--- src/rtl/inst_fetch_queue.sv ---
// Instruction fetch queue: splits 64-bit fetch beats into 32-bit instructions for decode.
// Optional same-cycle empty-queue bypass is enabled with `define FETCH_QUEUE_BYPASS_EN.
module inst_fetch_queue #(
    parameter int DEPTH = 8,
    parameter int PC_W  = 64
) (
    input  logic            clk,
    input  logic            resetn,
    input  logic            flush,
    input  logic            in_valid,
    output logic            in_ready,
    input  logic [PC_W-1:0] in_pc,
    input  logic [63:0]     in_data,
    input  logic            in_fault,
    output logic            out_valid,
    input  logic            out_ready,
    output logic [PC_W-1:0] out_pc,
    output logic [31:0]     out_instr,
    output logic            out_fault
);

    localparam int AW = $clog2(DEPTH);
    localparam int CW = AW + 1;
    localparam logic [31:0] NOP_INSTR = 32'h0000_0013;

    logic [PC_W-1:0] pc_mem    [DEPTH];
    logic [31:0]     instr_mem [DEPTH];
    logic            fault_mem [DEPTH];

    logic [AW-1:0] rd_ptr, wr_ptr;
    logic [CW-1:0] count;

    logic [PC_W-1:0] hold_pc;
    logic [31:0]     hold_instr;
    logic            hold_fault;

    logic            queue_empty, push_acc, q_pop;
    logic            bypass_valid, bypass_take;
    logic [PC_W-1:0] base_pc, first_pc, second_pc;
    logic [31:0]     first_instr, second_instr;
    logic            first_fault, has_second;
    logic [1:0]      n_wr;
    logic [PC_W-1:0] w0_pc, w1_pc;
    logic [31:0]     w0_instr, w1_instr;
    logic            w0_fault, w1_fault;

    assign queue_empty = (count == '0);
    assign in_ready    = (CW'(DEPTH) - count) >= CW'(2);
    assign push_acc    = in_valid & in_ready & ~flush;
    assign q_pop       = ~queue_empty & out_ready & ~flush;

    // Decode the beat into its first (and optional second) instruction
    always_comb begin
        base_pc      = in_pc & ~PC_W'(3);
        first_pc     = base_pc;
        second_pc    = base_pc + PC_W'(4);
        first_fault  = in_fault;
        has_second   = ~in_fault & ~in_pc[2];
        second_instr = in_data[63:32];
        if (in_fault)
            first_instr = NOP_INSTR;
        else if (in_pc[2])
            first_instr = in_data[63:32];
        else
            first_instr = in_data[31:0];
    end

`ifdef FETCH_QUEUE_BYPASS_EN
    assign bypass_valid = queue_empty & push_acc;
    assign bypass_take  = bypass_valid & out_ready;
`else
    assign bypass_valid = 1'b0;
    assign bypass_take  = 1'b0;
`endif

    // A bypassed first instruction is never stored; the second slot moves up to write port 0
    always_comb begin
        n_wr     = 2'd0;
        w0_pc    = first_pc;
        w0_instr = first_instr;
        w0_fault = first_fault;
        w1_pc    = second_pc;
        w1_instr = second_instr;
        w1_fault = 1'b0;
        if (bypass_take) begin
            n_wr     = has_second ? 2'd1 : 2'd0;
            w0_pc    = second_pc;
            w0_instr = second_instr;
            w0_fault = 1'b0;
        end else if (push_acc) begin
            n_wr = has_second ? 2'd2 : 2'd1;
        end
    end

    always_comb begin
        out_valid = ~queue_empty | bypass_valid;
        if (!queue_empty) begin
            out_pc    = pc_mem[rd_ptr];
            out_instr = instr_mem[rd_ptr];
            out_fault = fault_mem[rd_ptr];
        end else if (bypass_valid) begin
            out_pc    = first_pc;
            out_instr = first_instr;
            out_fault = first_fault;
        end else begin
            out_pc    = hold_pc;
            out_instr = hold_instr;
            out_fault = hold_fault;
        end
    end

    always_ff @(posedge clk) begin
        if (n_wr != 2'd0) begin
            pc_mem[wr_ptr]    <= w0_pc;
            instr_mem[wr_ptr] <= w0_instr;
            fault_mem[wr_ptr] <= w0_fault;
        end
        if (n_wr == 2'd2) begin
            pc_mem[wr_ptr + AW'(1)]    <= w1_pc;
            instr_mem[wr_ptr + AW'(1)] <= w1_instr;
            fault_mem[wr_ptr + AW'(1)] <= w1_fault;
        end
    end

    // Flush wins over any push or pop; hold regs keep the last head visible once empty
    always_ff @(posedge clk or negedge resetn) begin
        if (!resetn) begin
            rd_ptr     <= '0;
            wr_ptr     <= '0;
            count      <= '0;
            hold_pc    <= '0;
            hold_instr <= '0;
            hold_fault <= 1'b0;
        end else begin
            if (out_valid) begin
                hold_pc    <= out_pc;
                hold_instr <= out_instr;
                hold_fault <= out_fault;
            end
            if (flush) begin
                rd_ptr <= '0;
                wr_ptr <= '0;
                count  <= '0;
            end else begin
                rd_ptr <= rd_ptr + AW'(q_pop);
                wr_ptr <= wr_ptr + AW'(n_wr);
                count  <= count + CW'(n_wr) - CW'(q_pop);
            end
        end
    end

endmodule

--- config.mk ---
export PLATFORM = sky130hd
export DESIGN_NAME = inst_fetch_queue
export DESIGN_NICKNAME = d
export VERILOG_FILES = /design/src/rtl/inst_fetch_queue.sv
export SDC_FILE = /design/constraint.sdc
export NUM_CORES = 1
export LEC_CHECK = 0
export ABC_CLOCK_PERIOD_IN_PS = 9000
export CORE_MARGIN = 2
export CORE_UTILIZATION = 45
export DETAILED_ROUTE_END_ITERATION = 8
export PLACE_DENSITY = 0.7
export SYNTH_ARGS = -nofsm -noshare
export SYNTH_HDL_FRONTEND = slang
export SYNTH_SLANG_ARGS = --single-unit
--- constraint.sdc ---
create_clock -name clk -period 9 [get_ports clk]
set_input_delay 1.8 -clock clk [delete_from_list [all_inputs] [get_ports clk]]
set_output_delay 1.8 -clock clk [all_outputs]
set_load 0.1 [all_outputs]
After elaboration in Yosys (flattened, before gate mapping)
Memory sizes are Yosys's and may differ from the RTL's.
Index checks and enable logic that the tools add are counted.
{"block": "op_classes", "addsub": 7, "n_lt_le_gt_ge": 1, "eq_ne": 1, "mux": 14, "n_bitwise": 9, "reduce_logical": 2}
{"op": "two-way mux 32 bit", "count": 3}
{"op": "adder 64 x 3 -> 64 bit, second input constant", "count": 1}
{"op": "two-way mux 64 bit", "count": 1}
{"op": "two-way mux 3 bit", "count": 2}
{"op": "bitwise AND 1 bit", "count": 5}
{"op": "two-way mux 1 bit", "count": 5}
{"op": "adder 4 x 2 -> 4 bit", "count": 1}
{"op": "greater-or-equal comparator 4 x 2 -> 1 bit, second input constant", "count": 1}
{"op": "zero test 4 bit", "count": 1}
{"op": "two-way mux 2 bit", "count": 2}
{"op": "two-way mux 4 bit", "count": 1}
{"op": "NOT 1 bit", "count": 4}
{"op": "subtractor 4 x 1 -> 4 bit", "count": 1}
{"op": "subtractor 4 bit, first input constant", "count": 1}
{"op": "adder 3 x 1 -> 3 bit", "count": 1}
{"op": "adder 3 x 1 -> 3 bit, second input constant", "count": 1}
{"op": "adder 3 x 2 -> 3 bit", "count": 1}
{"op": "== test 2 bit, second input constant", "count": 1}
{"op": "nonzero test 2 bit", "count": 1}
{"block": "word_totals", "ff_bits": 107, "mem_bits_rw": 776, "output_inout_bits": 99, "mem_count": 3}
{"name": "pc_mem", "depth": 8, "width": 64, "read_ports": 1, "rd_ports_with_merged_regs": 0, "wr": 2, "line": "26", "text": "logic [PC_W-1:0] pc_mem [DEPTH];"}
{"name": "instr_mem", "depth": 8, "width": 32, "read_ports": 1, "rd_ports_with_merged_regs": 0, "wr": 2, "line": "27", "text": "logic [31:0] instr_mem [DEPTH];"}
{"name": "fault_mem", "depth": 8, "width": 1, "read_ports": 1, "rd_ports_with_merged_regs": 0, "wr": 2, "line": "28", "text": "logic fault_mem [DEPTH];"}

Longest topological paths before layout
Gate-level depths: netlist (run 1).
{"block": "logic_depth", "ltp_word": 8, "ltp_mapped": 16, "depth_no_buf": 13}

Worst setup path before layout (run 1)
No wires, ideal clock.
{"block": "synth_timing", "path_type": "input to register", "from": "input port flush", "to": "memory instr_mem[7][0], enable pin", "setup_ns": 0.676, "arrival_time_ns": 8.980, "slack_ns": -0.656, "cell_stages": 3, "path_buffers": 0, "path_cell_list": "nand2b_1 or3_1 o21ai_0"}
{"item": "start: declaration", "line": "9", "text": "input logic flush,"}
{"item": "end: declaration", "line": "27"}

Worst setup path after layout (run 1)
{"block": "layout_timing", "from": "register rd_ptr[1]", "to": "output port out_instr[9]"}
{"block": "layout_via", "elab_chain_len": 2}
{"item": "start: declaration", "line": "30", "text": "logic [AW-1:0] rd_ptr, wr_ptr;"}
{"item": "start signal: assignment", "line": "145", "text": "rd_ptr <= rd_ptr + AW'(q_pop);"}
{"item": "memory (8 x 32 bit)"}
{"item": "two-way mux 32 bit", "line": "97", "text": "if (!queue_empty) begin"}
{"item": "end: declaration", "line": "18", "text": "output logic [31:0] out_instr,"}
No other way between the ends.

==> out/metrics.cfg, run 1 <==
[cts]
clk_latency_ns=0.65
postCtsHoldBufs=0
clock_sinks=867
cts_setup_buffers=0
root_buffer=clkbuf_16
cts_buffer_depth=3
cts.htree.levels=3
cts_buffers=91
clk_pin_slew_worst_paths_ns=0.06
cts_tree=done
cts_resized=0

[layout]
area.growth.synth_to_final_pct=12.5
final_util_pct=50.9
layout.nets=3244
drive_above_1_share_pct=13.4
nFillCells=7608

[timing]
finalSetupTns_ns=0
finClkSkew_ns=0.0258
hold_viol_final=0
rsz0062_at_grt=no
min_period_over_period_pct=69.4
whs_ns=0.465
finalSetupViolations=0
finalCriticalPeriod_ns=6.24
slew_headroom_pct=20.0
tightest_slew_ns=1.20
clock.fmax_mhz=160
drv_slew=0

[power]
p_per_area_mw_per_mm2=310
ir_drop_mv=0.416
leakagePower_nw=15.0
total_power_w=0.0144

[critical_path]
worstSetupPathType=reg2out
cp.required_ns=7.20
crit_path_end_kind=output pin
arrival_ns=4.44
path_max_fanout=54
critPathLaunchType=flop

[grt]
track_usage_pct=21.6
grt_max_degree=228
antenna_found_initial=7
grt_pass1_vias=24300
grt_first_pass_wirelength_um=153000
overflow=0

[floorplan]
ioPinCount=233
die_area_mm2=0.0944
die_y_um=307
initial_utilization_pct=45.3
core_mm2=0.0914
die_w_um=307
core.rowCount=111

[synthesis]
yosys.area.top_type=edfxtp_1
synth_area_mm2=0.0414
syn_nets=3413
ys_seq_area_share_pct=61.4
ys_types=43
async_reset_ff_share_pct=12.3
syn_area_per_cell_um2=12.7
synth_top_area_share_pct=54.6
synth_edf_count=752
syn_inst=3264
synthMostInstantiatedCell=edfxtp_1
yosys_warnings=0
ys_seq_elements=867
ys_top_cells_by_area=edfxtp_1 (55%), mux4_2 (10%), dfrtp_1 (6.5%)
synth_top_flop_cell=edfxtp_1
ys_top_cells_by_count=edfxtp_1 (752), nand2_1 (451), clkbuf_1 (417), o21ai_0 (417), mux4_2 (190)

[run_status]
status=complete, no violations

[run]
max_cap_violations=0

[placement]
place_hpwl_um=55200
place.port_buffers=230
place_congestion=0.772

[hold_path]
hold_path_class=reg2reg

[route]
drt-initial-drc-count=2620
vias=24300
wl_per_cell_um=23.3
drtPass1Iterations=5
drc=0
vias_per_cell=5.58
wl_um=102000
drt.antenna.violating_nets=0

## state kept, by name (all words and copies together) (netlist names)
register	cells
pc_mem	496
instr_mem	256
hold_pc	64
hold_instr	32
fault_mem	8
count	4
rd_ptr	3
wr_ptr	3
hold_fault	1
## critical path, cell delays in order, from the launching register on
cell	delay (ns)
dfrtp_4	1.01
buf_4	0.62
mux4_2	0.31
mux2i_1	0.09
o21ai_0	0.52
clkdlybuf4s50_1	1.24
## area by class of cell
class	count	area, µm²	share of cell area [%]
sequential	867	25400	54.6
multi-input combinational	1850	13900	29.9
antenna	3	7.51	0.0161
clock buffer	139	2700	5.81
tap	1186	1480	3.19
clock inverter	28	245	0.527
timing repair buffer	272	2700	5.79
inverter	13	48.8	0.105
## kinds of logic after synthesis
| logic type | synth area share (%) |
|---|---|
| AOI/OAI and AO/OA | 5.60 |
| xor gates and xnor gates | 5.23 |
| adders and majority gates | 0.490 |
| buffers and inverters | 5.26 |
| DFF | 61.4 |
| muxes | 13.5 |
| and+or+nand+nor | 8.51 |
## layer usage
layer	part of all wire, %	GRT usage (%)
met1	41	29.4
met2	49	35.8
met3	7.0	3.18
met4	2.8	7.35
met5	0.051	0
## stage by stage
step	worst slack, ns	cells	cell area, µm²
global route	2.55	4357	46500
global placement	2.82	4188	43600
floorplan	1.88	3264	41400
CTS	2.63	4355	46500
finish	2.76	4358	46500
detailed placement	2.78	4188	43600
## cells in the final DEF, fill, tap and decap left out, types with 6 or more instances in the layout
cell,synthesis,final
edfxtp_1,752,752
nand2_1,451,445
o21ai_0,417,415
clkdlybuf4s50_1,0,227
mux4_2,190,190
xor2_1,171,171
nor2_1,161,161
mux2i_1,130,130
dfrtp_1,107,104
clkbuf_16,0,95
xnor2_1,76,76
nor3_1,52,50
buf_4,2,35
or2_2,29,29
clkbuf_1,417,28
a21oi_1,27,27
nand4_1,24,24
clkbuf_8,0,16
nand3_1,16,14
inv_1,13,13
nor4_1,13,13
ha_1,13,13
clkinv_2,0,12
nand2b_1,11,11
nor2b_1,10,10
o21ai_1,10,10
and3_1,8,8
dfxtp_1,8,8
nor3_4,0,7
clkinv_1,0,7
buf_12,0,7
or4_1,6,6
nand2_4,0,6
## final timing paths
| kind | start | endpoint | slack (ns) | cells past startpoint |
|---|---|---|---|---|
| max | rd_ptr[1] | out_instr[9] | 2.76 | 5 |
| min | hold_pc[38] | hold_pc[38] | 0.46 | 2 |
| max reg2reg | wr_ptr[0] | pc_mem[5][53] | 4.57 | 5 |
| min reg2reg | hold_pc[38] | hold_pc[38] | 0.46 | 2 |
| max in group asynchronous | resetn | rd_ptr[2] | 6.35 | 2 |
| min in group asynchronous | resetn | hold_pc[31] | 1.15 | 1 |
## where the power goes
part | internal (W) | switching, W | total, W
combinational | 0.00140 | 0.00434 | 0.00574
clock | 0.00218 | 0.00155 | 0.00372
sequential | 0.00485 | 0.000131 | 0.00498
Note: power is estimated with default switching activity, not from simulation.
==> run 2, diff against run 1 <==
--- a/config.mk
+++ b/config.mk
@@ -5,7 +5,7 @@
 export SDC_FILE = /design/constraint.sdc
 export NUM_CORES = 1
 export LEC_CHECK = 0
-export ABC_CLOCK_PERIOD_IN_PS = 9000
+export ABC_CLOCK_PERIOD_IN_PS = 5700
 export CORE_MARGIN = 2
 export CORE_UTILIZATION = 45
 export DETAILED_ROUTE_END_ITERATION = 8
==> constraint.sdc (replaced) <==
create_clock -name clk -period 5.7 [get_ports clk]
set_input_delay 1.14 -clock clk [delete_from_list [all_inputs] [get_ports clk]]
set_output_delay 1.14 -clock clk [all_outputs]
set_load 0.1 [all_outputs]
==> out/metrics.cfg, run 2 (synthesis results as in run 1) <==
[floorplan]
die_w_um=307  ; unchanged
core.rowCount=111  ; unchanged
ioPinCount=233  ; unchanged
die_area_mm2=0.0944  ; unchanged
die_y_um=307  ; unchanged
initial_utilization_pct=45.3  ; unchanged
core_mm2=0.0914  ; unchanged

[timing]
min_period_over_period_pct=90.8
drv_slew=0  ; unchanged
clock.fmax_mhz=193
whs_ns=0.466  ; +0.00125 ns
finalSetupViolations=0  ; unchanged
finClkSkew_ns=0.0172  ; -0.00859 ns
finalCriticalPeriod_ns=5.18
tightest_slew_ns=1.17  ; -0.0297 ns
hold_viol_final=0  ; unchanged
rsz0062_at_grt=no
finalSetupTns_ns=0  ; unchanged
slew_headroom_pct=22.0  ; +2.0 points

[power]
p_sw_w=0.00956  ; +59%
p_sw_share_pct=41.8  ; +0.16 points
seq_power_share_pct=34.4  ; about the same
ir_drop_mv=0.599  ; +44%
p_comb_share_pct=39.9  ; about the same
clkPwrFrac_pct=25.7  ; about the same
intPower_w=0.0133  ; +58%
p_per_area_mw_per_mm2=487  ; +57%
leakagePower_nw=15.2  ; +1.5%

[cts]
root_buffer=clkbuf_16
clock_sinks=867  ; unchanged
postCtsHoldBufs=0  ; unchanged
cts_resized=0  ; unchanged
cts_buffer_depth=3  ; unchanged
cts.htree.levels=3  ; unchanged
clk_pin_slew_worst_paths_ns=0.06  ; about the same
cts_buffers=93  ; +2.2%
cts_tree=done
cts_setup_buffers=0  ; unchanged
clk_latency_ns=0.65  ; about the same

[layout]
largest_reg_flops=496  ; unchanged
top_regs=pc_mem: 496 flops, instr_mem: 256 flops, hold_pc: 64 flops
layout.nets=3271  ; +0.83%
final_util_pct=51.3  ; +0.42 points
nFillCells=7631  ; +0.30%
drive_above_1_share_pct=14.7  ; +1.3 points
final_cell_mix=edfxtp_1 (752), nand2_1 (445), o21ai_0 (415)
instances_no_fill=4388  ; +0.69%
top_register=pc_mem
mostFrequentLayoutCell=edfxtp_1
area.growth.synth_to_final_pct=13.4

[critical_path]
max_stage_delay_ns=1.02  ; -0.22 ns
arrival_ns=4.04  ; -0.40 ns
cp-endpoint=out_instr[23]
worst-path-stages=5  ; unchanged
cp.required_ns=4.56  ; -2.64 ns
crit_buf_inv=2  ; unchanged
crit_path_end_kind=output pin
cp_cell_sequence=buf_12 > mux4_2 > mux2i_1 > o21ai_0 > clkdlybuf4s50_1
cp_top_family=buffers and inverters
r2r_setup_slack_ns=2.26  ; -2.31 ns
path_max_fanout=45  ; -17%
r2r_cells=8  ; +3
cp_slowest_cell=clkdlybuf4s50_1
startpoint=rd_ptr[0]
crit-reg2reg-launch=count[0]
reg2reg_to=pc_mem[6][60]
critPathLaunchType=flop
worstSetupPathType=reg2out

[hold_path]
hold_start=hold_pc[51]
hold_path_class=reg2reg

[grt]
grt_first_pass_wirelength_um=154000  ; +0.45%
track_usage_pct=21.8  ; +0.19 points
grt_max_degree=98  ; -57%
overflow=0  ; unchanged
antenna_found_initial=10  ; +3
grt_pass1_vias=24600  ; +1.3%

[placement]
place_hpwl_um=58500  ; +6.0%
placed_cells_incl_taps=4213  ; +0.60%
place_congestion=0.754  ; -2.3%
place.port_buffers=230  ; unchanged

[run]
max_cap_violations=0  ; unchanged

[route]
wl_per_cell_um=23.5  ; +0.72%
drt-initial-drc-count=2156  ; -18%
vias_per_cell=5.60  ; +0.43%
wl_um=103000  ; +1.4%
drtPass1Iterations=5  ; unchanged
drt.antenna.violating_nets=0  ; unchanged
vias=24600  ; +1.1%
drc=0  ; unchanged

[run_status]
status=complete, no violations

[run 2: metal layers]
metal / share of wire [%] / global-route usage [%] / up-vias
met3: 7.3 / 4.05 / 194
li1: - / - / 11300
met2: 50 / 36.7 / 915
met4: 3.0 / 7.51 / 16
met1: 40 / 28.5 / 12200
met5: 0.089 / 0 / -
[run 2: power groups by stage]
stage / combinational (W) / clock (W) / sequential, W
5_1_grt: 0.00960 / 0.00621 / 0.00791
2_1_floorplan: 0.00709 / 0 / 0.00792
6_report: 0.00913 / 0.00587 / 0.00785
4_1_cts: 0.00922 / 0.00597 / 0.00786
3_5_place_dp: 0.00920 / 0 / 0.00799
3_3_place_gp: 0.00914 / 0 / 0.00796
[run 2: worst min-delay path, cell delays in order (launching register included)]
cell,delay (ns)
dfrtp_1,0.32
nand2_1,0.05
o21ai_0,0.06
[run 2: area by class of cell]
| class | count | area (µm²) | share of cell area, % |
|---|---|---|---|
| sequential | 867 | 25400 | 54.2 |
| multi-input combinational | 1850 | 13900 | 29.7 |
| timing repair buffer | 297 | 3090 | 6.59 |
| clock buffer | 133 | 2620 | 5.58 |
| tap | 1186 | 1480 | 3.16 |
| clock inverter | 40 | 327 | 0.696 |
| inverter | 13 | 48.8 | 0.104 |
| antenna | 2 | 5.00 | 0.0107 |
[run 2: through the flow]
stage	power, W	area (µm²)	worst slack, ns
floorplan	0.0150	41400	0.503
detailed placement	0.0172	44000	1.16
finish	0.0228	46900	0.522
global placement	0.0171	44000	1.12
CTS	0.0231	46900	0.459
global route	0.0237	46900	0.351
[run 2: worst min-delay path by stage]
stage / slack, ns / end / depth (start not counted)
6_report: 0.47 / hold_pc[51] / 2
5_1_grt: 0.49 / hold_pc[59] / 2
4_1_cts: 0.47 / hold_instr[18] / 2
3_5_place_dp: 0.46 / hold_pc[29] / 2
3_3_place_gp: 0.45 / hold_pc[19] / 2
2_1_floorplan: 0.44 / hold_fault / 2
==> run 3, diff against run 2 <==
--- a/config.mk
+++ b/config.mk
@@ -6,8 +6,10 @@
 export NUM_CORES = 1
 export LEC_CHECK = 0
 export ABC_CLOCK_PERIOD_IN_PS = 5700
+export CAP_MARGIN = 10
 export CORE_MARGIN = 2
 export CORE_UTILIZATION = 45
+export CTS_CLUSTER_DIAMETER = 100
 export DETAILED_ROUTE_END_ITERATION = 8
 export PLACE_DENSITY = 0.7
 export SYNTH_ARGS = -nofsm -noshare
==> results of run 3 <==
The final DEF is identical to that of run 2; final timing and power are the same.
